**config.mk**
```make
export PLATFORM = sky130hd
export DESIGN_NAME = ula_cmp_serial
export DESIGN_NICKNAME = d
export VERILOG_FILES = /design/src/rtl/ula_cmp_serial.sv
export SDC_FILE = /design/constraint.sdc
export NUM_CORES = 1
export LEC_CHECK = 0
export CORE_MARGIN = 3
export CORE_UTILIZATION = 42
export DETAILED_ROUTE_END_ITERATION = 10
export GPL_TIMING_DRIVEN = 0
export PLACE_DENSITY = 0.77
export SLEW_MARGIN = 20
export SYNTH_ARGS = -nofsm -noshare
export SYNTH_HDL_FRONTEND = slang
export SYNTH_SLANG_ARGS = --single-unit
```
**constraint.sdc**
```tcl
create_clock -name clk -period 1.3 [get_ports clk]
set_input_delay 0.26 -clock clk [delete_from_list [all_inputs] [get_ports clk]]
set_output_delay 0.26 -clock clk [all_outputs]
set_load 0.02 [all_outputs]
```
**src/rtl/ula_cmp_serial.sv**
```systemverilog
// Digit-serial comparator for the ULA: MSB-first, DIGIT bits per cycle, six relations, signed/unsigned.
// Optional ULA_CMP_EARLY_EXIT_EN: finish on the first differing digit instead of always N cycles.
module ula_cmp_serial #(
    parameter int IN_WIDTH  = 8,
    parameter int OUT_WIDTH = 16,
    parameter int DIGIT     = 2
) (
    input  logic                 clk,
    input  logic                 rst_n,
    input  logic                 in_valid_i,
    output logic                 in_ready_o,
    input  logic [IN_WIDTH-1:0]  a_i,
    input  logic [IN_WIDTH-1:0]  b_i,
    input  logic [2:0]           op_i,
    input  logic                 is_signed_i,
    output logic                 out_valid_o,
    input  logic                 out_ready_i,
    output logic [OUT_WIDTH-1:0] out_o,
    output logic                 eq_o,
    output logic                 lt_o,
    output logic                 op_err_o
);

    localparam int N  = IN_WIDTH / DIGIT;
    localparam int CW = (N > 1) ? $clog2(N) : 1;

    localparam logic [1:0] S_IDLE = 2'd0;
    localparam logic [1:0] S_RUN  = 2'd1;
    localparam logic [1:0] S_DONE = 2'd2;

    generate
        if ((IN_WIDTH % DIGIT) != 0) begin : g_bad_digit
            $error("ula_cmp_serial: DIGIT must divide IN_WIDTH");
        end
    endgenerate

    logic [1:0]          state_q;
    logic [IN_WIDTH-1:0] a_q, b_q;
    logic [2:0]          op_q;
    logic [CW-1:0]       cnt_q;
    logic                dec_q, lt_acc_q;
    logic                res_q, eq_q, lt_q, err_q;

    logic [DIGIT-1:0]    da, db;
    logic                diff, dec_d, lt_acc_d, fin, res_d;
    logic [IN_WIDTH-1:0] sgn_mask;

    // Flipping both MSBs maps two's-complement order onto unsigned order.
    assign sgn_mask = {is_signed_i, {(IN_WIDTH-1){1'b0}}};

    // Operands shift left each RUN cycle, so the current digit is always on top.
    always_comb begin
        da       = a_q[IN_WIDTH-1 -: DIGIT];
        db       = b_q[IN_WIDTH-1 -: DIGIT];
        diff     = (da != db);
        dec_d    = dec_q | diff;
        lt_acc_d = dec_q ? lt_acc_q : (da < db);
`ifdef ULA_CMP_EARLY_EXIT_EN
        fin      = (cnt_q == CW'(N-1)) || diff;
`else
        fin      = (cnt_q == CW'(N-1));
`endif
        res_d    = 1'b0;
        case (op_q)
            3'd0: res_d = ~dec_d;
            3'd1: res_d = dec_d;
            3'd2: res_d = lt_acc_d;
            3'd3: res_d = lt_acc_d | ~dec_d;
            3'd4: res_d = ~lt_acc_d & dec_d;
            3'd5: res_d = ~lt_acc_d;
            default: res_d = 1'b0;
        endcase
    end

    always_ff @(posedge clk or negedge rst_n) begin
        if (!rst_n) begin
            state_q  <= S_IDLE;
            a_q      <= '0;
            b_q      <= '0;
            op_q     <= '0;
            cnt_q    <= '0;
            dec_q    <= 1'b0;
            lt_acc_q <= 1'b0;
            res_q    <= 1'b0;
            eq_q     <= 1'b0;
            lt_q     <= 1'b0;
            err_q    <= 1'b0;
        end else begin
            case (state_q)
                S_IDLE: if (in_valid_i) begin
                    a_q      <= a_i ^ sgn_mask;
                    b_q      <= b_i ^ sgn_mask;
                    op_q     <= op_i;
                    cnt_q    <= '0;
                    dec_q    <= 1'b0;
                    lt_acc_q <= 1'b0;
                    state_q  <= S_RUN;
                end
                S_RUN: begin
                    a_q      <= a_q << DIGIT;
                    b_q      <= b_q << DIGIT;
                    cnt_q    <= cnt_q + CW'(1);
                    dec_q    <= dec_d;
                    lt_acc_q <= lt_acc_d;
                    if (fin) begin
                        state_q <= S_DONE;
                        res_q   <= res_d;
                        eq_q    <= ~dec_d;
                        lt_q    <= lt_acc_d;
                        err_q   <= (op_q > 3'd5);
                    end
                end
                S_DONE: if (out_ready_i) state_q <= S_IDLE;
                default: state_q <= S_IDLE;
            endcase
        end
    end

    assign in_ready_o  = (state_q == S_IDLE);
    assign out_valid_o = (state_q == S_DONE);
    assign out_o       = {{(OUT_WIDTH-1){1'b0}}, res_q};
    assign eq_o        = eq_q;
    assign lt_o        = lt_q;
    assign op_err_o    = err_q;

endmodule
```
==> run metrics <==
most frequent cells in the layout=buf_4, nand2_1, dfrtp_1; Gate power share=0.582; wire length after detailed routing=3560 um; status=finished with violations; slowest stage delay, CP=0.44 ns; Hold Violations, Final=0; clock buffer depth=2; CTS tree=yes; std cell rows=21; Antenna diodes=0; DRC viols=0; remaining antenna violation count=0; maximum clock rate=698 MHz; multiplexer share of the synthesized area=0.00669; synth-to-layout area growth=55.2%; clock sinks=29; fin crit share=1.10; setup ws final=-0.133 ns; placed inst area=0.00191 sq mm; # nets final=264; Total GRT Usage=0.171; max-slew violation count=0; Setup crit end kind=primary output; Ys Warns=0; critical path cell sequence=or2b_1 > inv_2 > buf_6; # port buffers=29; R2R depth=5; first-pass GRT wire length=5580 um; switching share of power=0.401; DP HPWL=2110 um; syn_area_per_cell=9.07 sq um; worst hold path endpoint=op_q[0]; Core ar.=0.00339 sq mm; Max VDD drop=1170 uV; RSZ-0062 raised after global routing=true; Compound-Gate Fraction of Synth Area=0.142; flops & latches, synth=29; arrival time worst endpoint=1.17 ns; Clock Power Share=0.118; M2 GR Usage=0.278; worst reg2reg path startpoint=state_q[1]; die height=65.7 um; CTS root buf=clkbuf_4; internal power=3230 uW; initial antenna violation count=0; Worst Setup Path Type=reg -> out; Main synth FF type=dfrtp_1; pre-CTS setup slack=-0.483 ns; per-cell routed wire length=12.5 um; crit path max-delay cell type=dfrtp_2; final setup fails=25; Hold WS=0.456 ns; Worst EP required=1.04 ns; cell family with most CP delay=flip-flops; Ports=45; Inserted Clock Buffers=5; Initial Util=0.441; GR Layer Usage met3=0.0427; largest net degree at the start of global routing=30; commonest non-fill, non-tap cell in the layout=buf_4; Die Area=0.00432 sq mm; Slew HR=0.558; fraction of registers with async set/reset=1.00; post-synthesis adder-cell area fraction=0.0251; Crit Path Max Fanout=4; Tightest Hold Check Type=in -> reg; GP Congestion=0.792; Post-Synthesis Cells=165; # H-tree levels=2; pwr/cell area=2320 mW/mm^2; Synth Area in XOR/XNOR=0.0176; final core utilization=0.685; max cap viols=0; R2R Setup Slk=-0.10 ns; crit path from=state_q[0]; Final min period=1.43 ns; post-route cell area=0.00232 sq mm; number of flops mapped to enable cells by yosys=0; Critical Path Start Type=flop; reg2reg end=b_q[7]; clock network latency to the later pin of the worst-skew pair=0.33 ns; Layout Skew=0.00370 ns; via count=1309; post-synthesis sequential area ratio=0.485; switching power=2160 uW; GR Overflow Total=0; layer with the highest usage=met2; Hold Crit Start=op_i[0]; largest family of logic cells by synthesized area=simple AND/OR/NAND/NOR gates; DR vias/cell=4.61; Worst Path Buf+Inv=2; post-synthesis simple-gate area fraction=0.193; failing checks=setup timing; Tightest Pin Transition=0.663 ns; Flop pwr share=0.301; vias in the first global route=1202; synthesized cell area=0.00150 sq mm; hold depth=3; layout cells sized above 1=0.345; Clock transition at path regs=0.09 ns; Die Span X=65.7 um; cell leakage power=0.00109 uW; number of detailed-route iterations in the first pass=4; post-synthesis cell type count=32; met1 Usage GRT=0.212; Iter 0 DRT Violations=82
==> stage by stage <==
stage / power [uW] / std cells / setup TNS (ns)
finish: 5380 / 284 / -1.29
global route: 5810 / 284 / -3.37
CTS: 4880 / 279 / -0.493
detailed placement: 3760 / 254 / -9.46
global placement: 3700 / 254 / -24.43
floorplan: 3160 / 179 / 0
==> routing by layer <==
metal / vias up / wire length (um) / share of wire
met3: 7 / 174 / 0.049
met1: 606 / 1520 / 0.43
li1: 662 / - / -
met4: 0 / 67 / 0.019
met2: 34 / 1800 / 0.51
met5: - / 0 / 0
==> repair_timing <==
action | in CTS | in global routing
buffers inserted | 15 | 3
gates cloned | 1 | 2
hold endpoints to repair | 29 | 0
gates resized for setup | 40 | 29
hold buffers | 1 | 0
setup endpoints to repair | 26 | 32
pin swaps | 7 | 19
==> how the worst max path moves through the flow <==
stage | cells past startpoint | slack, ns | to
floorplan | 4 | 0.01 | dec_q
global placement | 1 | -0.53 | a_q[0]
detailed placement | 4 | -0.48 | a_q[1]
CTS | 3 | -0.13 | out_valid_o
global route | 5 | -0.20 | res_q
finish | 3 | -0.13 | out_valid_o
==> registers in the layout, summed over array words and instances (netlist names) <==
signal / cells
dec_q: 1
b_q: 8
op_err_o: 1
state_q: 2
lt_o: 1
cnt_q: 2
res_q: 1
a_q: 8
eq_o: 1
op_q: 3
lt_acc_q: 1
==> cells in the mapped netlist (all sizes together) (2+ instances only) <==
master / instances / area [sq um]
nand2: 40 / 155
dfrtp: 29 / 726
buf: 23 / 169
nor2: 17 / 66.3
o21ai: 13 / 65.1
a31oi: 9 / 56.3
inv: 6 / 22.5
a21oi: 3 / 15.0
ha: 3 / 37.5
a221o: 2 / 20.0
nand2b: 2 / 12.5
xnor2: 2 / 17.5
==> cells by family after synthesis <==
logic type / count (synthesis)
AND/OR/NAND/NOR: 65
AO/OA/AOI/OAI: 34
buffers and inverters: 29
flip-flops: 29
XOR/XNOR: 3
other: 1
multiplexers: 1
adder cells (fa/ha/maj): 3
==> power groups by stage <==
stage / sequential [uW] / clock [uW] / combinational [uW]
2_1_floorplan: 1630 / 0 / 1530
3_3_place_gp: 1630 / 0 / 2070
3_5_place_dp: 1640 / 0 / 2120
4_1_cts: 1590 / 645 / 2640
5_1_grt: 1680 / 681 / 3450
6_report: 1620 / 632 / 3130
==> worst min-delay path, cell delays in order <==
cell,delay (ns)
clkdlybuf4s50_1,0.40
nand2_1,0.06
nand2_1,0.04
==> layout make-up <==
type	instances	area [sq um]
fillers	271	1070
multi-input cells	121	756
clock buffers	7	65.1
plain buffers	23	195
repair buffers	51	493
flip-flops and latches	29	728
inverters	6	22.5
well taps	46	57.6
clock inverters	1	5.00
Power figures use the tool's default switching activity.
